**src/rtl/mul_seq_pkg.sv**
```systemverilog
// ---------------------------------------------------------------------------
// mul_seq_pkg
// Shared types and default sizing for the multiplier operand sequencer.
//   state_t          : sequencer FSM states (IDLE, ISSUE, WAIT, RESP)
//   DEFAULT_WIDTH    : operand width, product is twice this
//   DEFAULT_DEPTH    : operand FIFO entries (power of two, >= 2)
//   DEFAULT_TIMEOUT  : WAIT cycles allowed before an op is aborted
// ---------------------------------------------------------------------------
package mul_seq_pkg;

   typedef enum logic [1:0] {
      IDLE  = 2'd0,
      ISSUE = 2'd1,
      WAIT  = 2'd2,
      RESP  = 2'd3
   } state_t;

   localparam int DEFAULT_WIDTH   = 32;
   localparam int DEFAULT_DEPTH   = 4;
   localparam int DEFAULT_TIMEOUT = 255;

endpackage

```
**src/rtl/mul_seq_if.sv**
```systemverilog
// ---------------------------------------------------------------------------
// mul_seq_if
// Bundles every non-clock/reset signal of the operand sequencer.
//   producer side : in_valid, in_ready, in_a, in_b
//   consumer side : out_valid, out_ready, out_product, out_error
//   multiplier    : mul_start, mul_a, mul_b, mul_product, mul_done
//   status        : busy
// Modports:
//   master : the sequencer itself
//   slave  : the environment around it (producer, consumer, multiplier)
// ---------------------------------------------------------------------------
interface mul_seq_if #(
   parameter int WIDTH = mul_seq_pkg::DEFAULT_WIDTH
);

   logic               in_valid;
   logic               in_ready;
   logic [WIDTH-1:0]   in_a;
   logic [WIDTH-1:0]   in_b;
   logic               out_valid;
   logic               out_ready;
   logic [2*WIDTH-1:0] out_product;
   logic               out_error;
   logic               mul_start;
   logic [WIDTH-1:0]   mul_a;
   logic [WIDTH-1:0]   mul_b;
   logic [2*WIDTH-1:0] mul_product;
   logic               mul_done;
   logic               busy;

   modport master (
      input  in_valid, in_a, in_b, out_ready, mul_product, mul_done,
      output in_ready, out_valid, out_product, out_error, mul_start, mul_a, mul_b, busy
   );

   modport slave (
      output in_valid, in_a, in_b, out_ready, mul_product, mul_done,
      input  in_ready, out_valid, out_product, out_error, mul_start, mul_a, mul_b, busy
   );

endinterface

```
**src/rtl/mul_seq_fifo.sv**
```systemverilog
// ---------------------------------------------------------------------------
// mul_seq_fifo
// Synchronous FIFO holding packed operand pairs for the sequencer.
//   clk, reset : clock and asynchronous active-high reset (flushes pointers)
//   push       : write wr_data when not full
//   pop        : discard the head entry when not empty
//   wr_data    : entry to write
//   rd_data    : current head entry (valid while !empty)
//   full/empty : occupancy flags
//   count      : number of stored entries, 0..DEPTH
// ---------------------------------------------------------------------------
module mul_seq_fifo #(
   parameter  int DATA_W = 64,
   parameter  int DEPTH  = 4,
   localparam int PTR_W  = $clog2(DEPTH),
   localparam int CNT_W  = $clog2(DEPTH) + 1
) (
   input  logic              clk,
   input  logic              reset,
   input  logic              push,
   input  logic              pop,
   input  logic [DATA_W-1:0] wr_data,
   output logic [DATA_W-1:0] rd_data,
   output logic              full,
   output logic              empty,
   output logic [CNT_W-1:0]  count
);

   logic [DATA_W-1:0] mem [DEPTH];
   logic [PTR_W-1:0]  wr_ptr;
   logic [PTR_W-1:0]  rd_ptr;
   logic              do_push;
   logic              do_pop;

   assign full    = (count == CNT_W'(DEPTH));
   assign empty   = (count == '0);
   assign do_push = push && !full;
   assign do_pop  = pop && !empty;
   assign rd_data = mem[rd_ptr];

   // Pointer and occupancy bookkeeping. DEPTH is a power of two, so the
   // pointers simply wrap; the separate count tells full from empty.
   always_ff @(posedge clk or posedge reset) begin
      if (reset) begin
         wr_ptr <= '0;
         rd_ptr <= '0;
         count  <= '0;
      end else begin
         if (do_push) begin
            wr_ptr <= wr_ptr + PTR_W'(1);
         end
         if (do_pop) begin
            rd_ptr <= rd_ptr + PTR_W'(1);
         end
         case ({do_push, do_pop})
            2'b10:   count <= count + CNT_W'(1);
            2'b01:   count <= count - CNT_W'(1);
            default: count <= count;
         endcase
      end
   end

   // Storage array. It needs no reset because the flushed pointers make
   // any leftover contents unreachable.
   always_ff @(posedge clk) begin
      if (do_push) begin
         mem[wr_ptr] <= wr_data;
      end
   end

endmodule

```
**src/rtl/mul_operand_sequencer.sv**
```systemverilog
// ---------------------------------------------------------------------------
// mul_operand_sequencer
// Feeds a multi-cycle multiplier one operand pair at a time and returns the
// products in order on a valid/ready result port. A multiplier that never
// answers within TIMEOUT WAIT cycles yields an error result with product 0.
//   clk   : clock, rising edge
//   reset : asynchronous, active-high; aborts any op and flushes the FIFO
//   bus   : mul_seq_if.master -- operand input, result output, multiplier
//           start/operands/product/done, busy status
// ---------------------------------------------------------------------------
module mul_operand_sequencer
   import mul_seq_pkg::*;
#(
   parameter  int WIDTH   = DEFAULT_WIDTH,
   parameter  int DEPTH   = DEFAULT_DEPTH,
   parameter  int TIMEOUT = DEFAULT_TIMEOUT,
   localparam int CNT_W   = $clog2(TIMEOUT + 1),
   localparam int FCNT_W  = $clog2(DEPTH) + 1
) (
   input logic       clk,
   input logic       reset,
   mul_seq_if.master bus
);

   state_t             state;
   state_t             next_state;
   logic [CNT_W-1:0]   wait_cnt;
   logic               fifo_push;
   logic               fifo_pop;
   logic               fifo_full;
   logic               fifo_empty;
   logic [FCNT_W-1:0]  fifo_count;
   logic [2*WIDTH-1:0] fifo_head;
   logic               load_ops;
   logic               take_result;
   logic               take_timeout;
   logic               release_result;
   logic               start_q;
   logic [WIDTH-1:0]   mul_a_q;
   logic [WIDTH-1:0]   mul_b_q;
   logic               out_valid_q;
   logic               out_error_q;
   logic [2*WIDTH-1:0] out_product_q;

   assign bus.in_ready    = (fifo_count < FCNT_W'(DEPTH));
   assign fifo_push       = bus.in_valid && !fifo_full;
   assign bus.mul_start   = start_q;
   assign bus.mul_a       = mul_a_q;
   assign bus.mul_b       = mul_b_q;
   assign bus.out_valid   = out_valid_q;
   assign bus.out_error   = out_error_q;
   assign bus.out_product = out_product_q;
   assign bus.busy        = (state != IDLE) || !fifo_empty;

   mul_seq_fifo #(
      .DATA_W (2*WIDTH),
      .DEPTH  (DEPTH)
   ) u_fifo (
      .clk     (clk),
      .reset   (reset),
      .push    (fifo_push),
      .pop     (fifo_pop),
      .wr_data ({bus.in_a, bus.in_b}),
      .rd_data (fifo_head),
      .full    (fifo_full),
      .empty   (fifo_empty),
      .count   (fifo_count)
   );

   // State register for the sequencer FSM.
   always_ff @(posedge clk or posedge reset) begin
      if (reset) begin
         state <= IDLE;
      end else begin
         state <= next_state;
      end
   end

   // Next-state logic plus the one-cycle strobes that drive the datapath.
   // A done seen while wait_cnt is still 0 belongs to the previous op (the
   // multiplier has not yet seen our start), so it is never taken. Done wins
   // over the timeout if both land in the same cycle.
   always_comb begin
      next_state     = state;
      fifo_pop       = 1'b0;
      load_ops       = 1'b0;
      take_result    = 1'b0;
      take_timeout   = 1'b0;
      release_result = 1'b0;
      case (state)
         IDLE: begin
            if (!fifo_empty) begin
               next_state = ISSUE;
            end
         end
         ISSUE: begin
            fifo_pop   = 1'b1;
            load_ops   = 1'b1;
            next_state = WAIT;
         end
         WAIT: begin
            if ((wait_cnt != '0) && bus.mul_done) begin
               take_result = 1'b1;
               next_state  = RESP;
            end else if (wait_cnt >= CNT_W'(TIMEOUT - 1)) begin
               take_timeout = 1'b1;
               next_state   = RESP;
            end
         end
         RESP: begin
            if (out_valid_q && bus.out_ready) begin
               release_result = 1'b1;
               next_state     = IDLE;
            end
         end
         default: begin
            next_state = IDLE;
         end
      endcase
   end

   // Wait counter: cleared when an op is issued, then counts WAIT cycles and
   // sticks at TIMEOUT rather than wrapping.
   always_ff @(posedge clk or posedge reset) begin
      if (reset) begin
         wait_cnt <= '0;
      end else if (load_ops) begin
         wait_cnt <= '0;
      end else if ((state == WAIT) && (wait_cnt != CNT_W'(TIMEOUT))) begin
         wait_cnt <= wait_cnt + CNT_W'(1);
      end
   end

   // Multiplier-facing registers. Start is registered alongside the operands
   // so the multiplier sees the pulse and the new operands in the same cycle;
   // the operands then stay put until the next issue.
   always_ff @(posedge clk or posedge reset) begin
      if (reset) begin
         start_q <= 1'b0;
         mul_a_q <= '0;
         mul_b_q <= '0;
      end else begin
         start_q <= load_ops;
         if (load_ops) begin
            mul_a_q <= fifo_head[2*WIDTH-1:WIDTH];
            mul_b_q <= fifo_head[WIDTH-1:0];
         end
      end
   end

   // Result registers. They only change on capture or on the consumer
   // handshake, which keeps them stable while the consumer stalls.
   always_ff @(posedge clk or posedge reset) begin
      if (reset) begin
         out_valid_q   <= 1'b0;
         out_error_q   <= 1'b0;
         out_product_q <= '0;
      end else if (take_result) begin
         out_valid_q   <= 1'b1;
         out_error_q   <= 1'b0;
         out_product_q <= bus.mul_product;
      end else if (take_timeout) begin
         out_valid_q   <= 1'b1;
         out_error_q   <= 1'b1;
         out_product_q <= '0;
      end else if (release_result) begin
         out_valid_q <= 1'b0;
         out_error_q <= 1'b0;
      end
   end

endmodule

```
**src/flat_wrapper.sv**
```systemverilog
// flat-port wrapper written by rule: the top's interface ports become plain ports
module mul_operand_sequencer_flat import mul_seq_pkg::*;
#(
   parameter  int WIDTH   = DEFAULT_WIDTH,
   parameter  int DEPTH   = DEFAULT_DEPTH,
   parameter  int TIMEOUT = DEFAULT_TIMEOUT,
   localparam int CNT_W   = $clog2(TIMEOUT + 1),
   localparam int FCNT_W  = $clog2(DEPTH) + 1
)
  (clk, reset, bus_in_valid, bus_in_a, bus_in_b, bus_out_ready, bus_mul_product, bus_mul_done, bus_in_ready, bus_out_valid, bus_out_product, bus_out_error, bus_mul_start, bus_mul_a, bus_mul_b, bus_busy);
  mul_seq_if #(.WIDTH(WIDTH)) bus_i ();
  input logic clk;
  input logic reset;
  input wire logic [$bits(bus_i.in_valid)-1:0] bus_in_valid;
  input wire logic [$bits(bus_i.in_a)-1:0] bus_in_a;
  input wire logic [$bits(bus_i.in_b)-1:0] bus_in_b;
  input wire logic [$bits(bus_i.out_ready)-1:0] bus_out_ready;
  input wire logic [$bits(bus_i.mul_product)-1:0] bus_mul_product;
  input wire logic [$bits(bus_i.mul_done)-1:0] bus_mul_done;
  output wire logic [$bits(bus_i.in_ready)-1:0] bus_in_ready;
  output wire logic [$bits(bus_i.out_valid)-1:0] bus_out_valid;
  output wire logic [$bits(bus_i.out_product)-1:0] bus_out_product;
  output wire logic [$bits(bus_i.out_error)-1:0] bus_out_error;
  output wire logic [$bits(bus_i.mul_start)-1:0] bus_mul_start;
  output wire logic [$bits(bus_i.mul_a)-1:0] bus_mul_a;
  output wire logic [$bits(bus_i.mul_b)-1:0] bus_mul_b;
  output wire logic [$bits(bus_i.busy)-1:0] bus_busy;
  assign bus_i.in_valid = bus_in_valid;
  assign bus_i.in_a = bus_in_a;
  assign bus_i.in_b = bus_in_b;
  assign bus_i.out_ready = bus_out_ready;
  assign bus_i.mul_product = bus_mul_product;
  assign bus_i.mul_done = bus_mul_done;
  assign bus_in_ready = bus_i.in_ready;
  assign bus_out_valid = bus_i.out_valid;
  assign bus_out_product = bus_i.out_product;
  assign bus_out_error = bus_i.out_error;
  assign bus_mul_start = bus_i.mul_start;
  assign bus_mul_a = bus_i.mul_a;
  assign bus_mul_b = bus_i.mul_b;
  assign bus_busy = bus_i.busy;
  mul_operand_sequencer #(.WIDTH(WIDTH), .DEPTH(DEPTH), .TIMEOUT(TIMEOUT)) u_core (.clk(clk), .reset(reset), .bus(bus_i));
endmodule
```
**config.mk**
```make
export PLATFORM = sky130hd
export DESIGN_NAME = mul_operand_sequencer_flat
export DESIGN_NICKNAME = d
export VERILOG_FILES = /design/src/rtl/mul_seq_pkg.sv /design/src/rtl/mul_seq_if.sv /design/src/rtl/mul_seq_fifo.sv /design/src/rtl/mul_operand_sequencer.sv /design/src/flat_wrapper.sv
export SDC_FILE = /design/constraint.sdc
export NUM_CORES = 1
export LEC_CHECK = 0
export CAP_MARGIN = 25
export CORE_MARGIN = 4
export CORE_UTILIZATION = 30
export CTS_BUF_LIST = sky130_fd_sc_hd__clkbuf_2
export CTS_CLUSTER_SIZE = 40
export DETAILED_ROUTE_END_ITERATION = 8
export GPL_TIMING_DRIVEN = 0
export PLACE_DENSITY = 0.52
export SYNTH_ARGS = -nofsm -noshare
export SYNTH_HDL_FRONTEND = slang
export SYNTH_SLANG_ARGS = --single-unit
export TNS_END_PERCENT = 30
```
**constraint.sdc**
```tcl
create_clock -name clk -period 5.21 [get_ports clk]
set_input_delay 1.042 -clock clk [delete_from_list [all_inputs] [get_ports clk]]
set_output_delay 1.042 -clock clk [all_outputs]
set_load 0.02 [all_outputs]
```
==> flow_summary.json <==
{
  "grt_pass1_vias": 9162,
  "postCtsSetupBuffers": 0,
  "synth_area_leaders": "edfxtp_1, dfrtp_1, mux4_2",
  "r2r-end": "u_core.u_fifo.count[2]",
  "dieWidth_um": 232,
  "drcViolationCount": 0,
  "rsz0062_at_grt": "no",
  "yosysSeqAreaShare": 0.758,
  "worstSetupPathType": "reg -> out",
  "filler_cell_count": 4659,
  "antenna_left": 0,
  "clock-sinks": 404,
  "cts_tree": "yes",
  "post_cts_resized": 0,
  "initial_core_util": 0.305,
  "grt_max_degree": 77,
  "drv_slew": 0,
  "synth_most_common_cell": "edfxtp_1",
  "ir_drop_uv": 239,
  "num_vias": 8289,
  "dpl_cell_area_um2": 18700,
  "worstRegToRegCells": 11,
  "wirelength_um": 36000,
  "antenna_found_initial": 7,
  "synth_edf_count": 256,
  "clock_path_buffers": 3,
  "die-area_um2": 53700,
  "dieHeight_um": 232,
  "gp_congestion": 0.713,
  "final_core_util": 0.400,
  "syn_inst": 732,
  "yosys.area.top_type": "edfxtp_1",
  "drtIter0Drc": 286,
  "htreeDepth": 3,
  "layout_setup_ws_ps": 1580,
  "core_um2": 49300,
  "start_kind": "flip-flop",
  "total_power_uw": 11500,
  "cap_violations": 0,
  "p_leak_uw": 0.00739,
  "dpl_worst_slack_ps": 2080,
  "worstReg2RegStart": "u_core.state[1]",
  "area_growth_pct": 31.1,
  "synth_commonest_cells": "edfxtp_1, dfrtp_1, a22o_1, mux2_2, mux4_2",
  "root_buffer": "clkbuf_2",
  "synth_nets": 879,
  "period_share": 0.698,
  "numCtsBuffers": 105,
  "dp.cells": 1667,
  "status": "finished, final reports clean",
  "io_pins": 266,
  "ys.flop_type": "edfxtp_1",
  "powerDensity_nw_per_um2": 582,
  "firstDrtPassIters": 4,
  "hold_viol_final": 0,
  "syn-mean-instance-area_um2": 20.5,
  "hold_class": "in -> async",
  "yosysUniqueCellTypes": 39,
  "worstPathMaxFanout": 4,
  "critical_path_required_ps": 4170,
  "rows": 81,
  "final-setup-viol-count": 0,
  "arrival_ps": 2590,
  "rrSetupSlack_ps": 2240,
  "worstMarginPinSlew_ps": 897,
  "io_buffers": 265,
  "wl_per_cell_um": 19.3,
  "ys_seq_elements": 404,
  "overflow": 0,
  "synth_area_um2": 15000,
  "hold_buffers": 0,
  "dp_hpwl_um": 22600,
  "cp-startpoint": "u_core.u_fifo.count[0]",
  "fin_cells": 1869,
  "slew_headroom": 0.402,
  "worst_setup_path_end_kind": "output port",
  "yosysWarnings": 0,
  "clk_latency_ps": 1080,
  "clkTransAtPathRegs_ps": 100,
  "final_area_um2": 19700,
  "finalClockSkew_ps": 53.8,
  "layout.nets": 1257,
  "finalCriticalPeriod_ps": 3630,
  "synth_top_area_share": 0.512,
  "async_flop_share": 0.366,
  "drive_above_1_share": 0.283,
  "cp-endpoint": "bus_busy",
  "viasPerCell": 4.43,
  "fmax_mhz": 275,
  "grt.total_usage": 0.134,
  "grt_pass1_wl_um": 54600
}
-- where the power goes --
| part | switching (uW) | internal, uW |
|---|---|---|
| sequential | 391 | 4400 |
| clock | 1300 | 950 |
| combinational | 2180 | 2250 |
-- worst max-delay path: stages, from the launching register on --
cell and delay (ps):
dfrtp_1 440, nor3_1 440, nand2_1 100, clkdlybuf4s50_1 570
-- area by class of cell --
cell class | count | area, um2 | area share
Inverter | 16 | 67.6 | 0.00343
Buffer | 37 | 238 | 0.0121
Antenna cell | 6 | 15.0 | 0.000762
Clock inverter | 27 | 158 | 0.00800
Multi-Input combinational cell | 275 | 3350 | 0.170
Timing Repair Buffer | 271 | 2810 | 0.142
Sequential cell | 404 | 11400 | 0.578
Clock buffer | 169 | 846 | 0.0429
Tap cell | 664 | 831 | 0.0422
-- worst min-delay path by stage --
stage / from / end / slack, ps
final: reset / u_core.bus.out_product[44] / 460
after detailed placement: u_core.bus.out_product[45] / u_core.bus.out_product[45] / 480
after floorplan: u_core.u_fifo.count[0] / u_core.u_fifo.count[0] / 490
after global routing: reset / u_core.bus.mul_a[22] / 330
after CTS: reset / u_core.bus.mul_b[29] / 280
after global placement: u_core.bus.out_product[26] / u_core.bus.out_product[26] / 480
-- state kept, by name, indices dropped and copies added (netlist names) --
register	flops
u_core.u_fifo.mem	256
u_core.bus.out_valid	1
u_core.bus.mul_b	32
u_core.wait_cnt	8
u_core.bus.mul_start	1
u_core.u_fifo.count	3
u_core.bus.mul_a	32
u_core.bus.out_error	1
u_core.state	2
u_core.u_fifo.wr_ptr	2
u_core.u_fifo.rd_ptr	2
u_core.bus.out_product	64
-- routing by layer --
layer / routed length [um] / share of wire / up-vias / global-route usage
met4: 681 / 0.019 / 8 / 0.0471
met5: 51 / 0.0014 / - / 0
met3: 2990 / 0.083 / 60 / 0.0577
li1: - / - / 3776 / -
met2: 17200 / 0.48 / 277 / 0.215
met1: 15100 / 0.42 / 4168 / 0.164
-- layout by cell type (no fill, tap or decap), types with 5 or more instances in the layout --
cell,count
nand2_1,10
inv_1,15
mux4_2,64
nor2_1,12
a22o_1,65
mux2_2,65
diode_2,6
buf_2,10
clkbuf_1,9
clkdlybuf4s50_1,265
and2_4,5
clkinv_1,22
dfrtp_1,148
buf_1,6
edfxtp_1,256
buf_6,11
buf_16,5
xnor2_1,7
ha_1,13
clkbuf_2,169
-- cells by family after synthesis --
family / after synthesis / share of synthesized area
buf+inv: 53 / 0.0198
mux: 130 / 0.145
simple gates: 39 / 0.0132
xor+xnor: 9 / 0.00525
fa+ha+maj: 14 / 0.0122
compound gates: 83 / 0.0463
flops: 404 / 0.758
-- stage by stage --
| stage | TNS (ps) | hold WS (ps) |
|---|---|---|
| after floorplan | 0 | 489 |
| after detailed placement | 0 | 481 |
| final | 0 | 459 |
| after global placement | -481940 | 481 |
| after CTS | 0 | 284 |
| after global routing | 0 | 328 |
(Power assumes the default switching activity.)
==> RTL change (same settings) <==
The 4 states of `state_t` get a one-hot encoding in 4 bits.
--- a/src/rtl/mul_seq_pkg.sv
+++ b/src/rtl/mul_seq_pkg.sv
@@ -8,11 +8,11 @@
 // ---------------------------------------------------------------------------
 package mul_seq_pkg;
 
-   typedef enum logic [1:0] {
-      IDLE  = 2'd0,
-      ISSUE = 2'd1,
-      WAIT  = 2'd2,
-      RESP  = 2'd3
+   typedef enum logic [3:0] {
+      IDLE  = 4'b0001,
+      ISSUE = 4'b0010,
+      WAIT  = 4'b0100,
+      RESP  = 4'b1000
    } state_t;
 
    localparam int DEFAULT_WIDTH   = 32;
Behaviour: same outputs for any inputs over 4 cycles, from zero or initial values and one cycle with reset high; so few cycles prove little.
==> RTL change against the unedited design <==
Clock skew grew 0.024 ns; power shrank 2.0%; area after synthesis increased by 0.22%; synthesized cell count rose by 1.1%; count of clock-buffer cells in the layout up 7; setup slack worse by 0.070 ns; routed wire length increased by 0.52%; sequential cell count rose by 2; via count increased by 1.9%; first-iteration DRC count is 48% higher; cell area is 0.62% higher; sequential share of layout area is 0.099 points lower; sequential power barely moved; critical path type unchanged; critical endpoint unchanged.
==> RTL change: results <==
[timing]
fin_skew_ns = 0.0776
worst_pin_slew_ns = 0.827
period_share = 0.711

[grt]
grtUsageTotal = 0.134
grt_pass1_vias = 9232
grt_max_degree = 95
grt_pass1_wl_mm = 55.0
grt_antenna_before_repair = 6

[yosys]
syn_nets = 882
netlist.area_leader.share = 0.510
synthMuxAreaShare = 0.144
synth_compound_area_frac = 0.0453
seq_area_frac_synth = 0.760
synth_commonest_cells = edfxtp_1 (256), dfrtp_1 (149), a22o_1 (64), mux2_2 (64), mux4_2 (64)
syn_avg_cell_area_um2 = 20.4
yosys.area_share.xor_xnor = 0.00582
synth.distinct_cells = 40
synth_area_leaders = edfxtp_1 (51%), dfrtp_1 (25%), mux4_2 (9.6%)

[critical_path]
cp.arrival_ns = 2.66
crit_family = simple AND/OR/NAND/NOR gates

[routing]
route.vias.total = 8445
wl_per_cell_um = 19.2
first_pass_iters = 6
vias_per_cell = 4.48
drt_iter0_drc = 422

[clock_tree]
clkLatencyLatePin_ns = 1.07
cts_buffers = 109
htreeDepth = 3

[pwr]
switching_share = 0.331
peakVddDrop_mv = 0.250
leakagePower_nw = 7.47
power_combinational_mw = 4.11

[run_status]
status = complete, no violations

[placed_design]
dp_cells = 1675
dp_hpwl_mm = 22.6
place_congestion = 0.740
post_dp_cell_area_mm2 = 0.0187

[finish]
drive_gt1_frac = 0.289
final_nets = 1265

[hold_path]
hold_class = in2async
## RTL change: path summary, 6_finish.rpt
check / startpoint / end / slack (ns) / cells past startpoint
min: reset / u_core.bus.out_product[47] / 0.44 / 2
max in group asynchronous: reset / u_core.bus.mul_b[23] / 3.77 / 3
max: u_core.u_fifo.count[1] / bus_busy / 1.51 / 3
min reg2reg: u_core.bus.out_product[58] / u_core.bus.out_product[58] / 0.50 / 1
min in group clk: u_core.bus.out_product[58] / u_core.bus.out_product[58] / 0.50 / 1
max reg2reg: u_core.state[2] / u_core.u_fifo.count[2] / 1.94 / 9
## RTL change: metal layers
metal  wire length, um  track usage  part of all wire
met5                61            0            0.0017
met3              2980       0.0572             0.082
met1             15600        0.169              0.43
met2             16800        0.210              0.46
met4               713       0.0437             0.020
## RTL change: cell type report
type                    count  area [um2]
repair buffers            272        2820
diodes                      6        15.0
clock buffers             176         881
multi-input cells         284        3380
flip-flops and latches    406       11400
plain buffers              38         200
well taps                 664         831
clock inverters            28         198
fillers                  4628       29400
inverters                  12        52.6
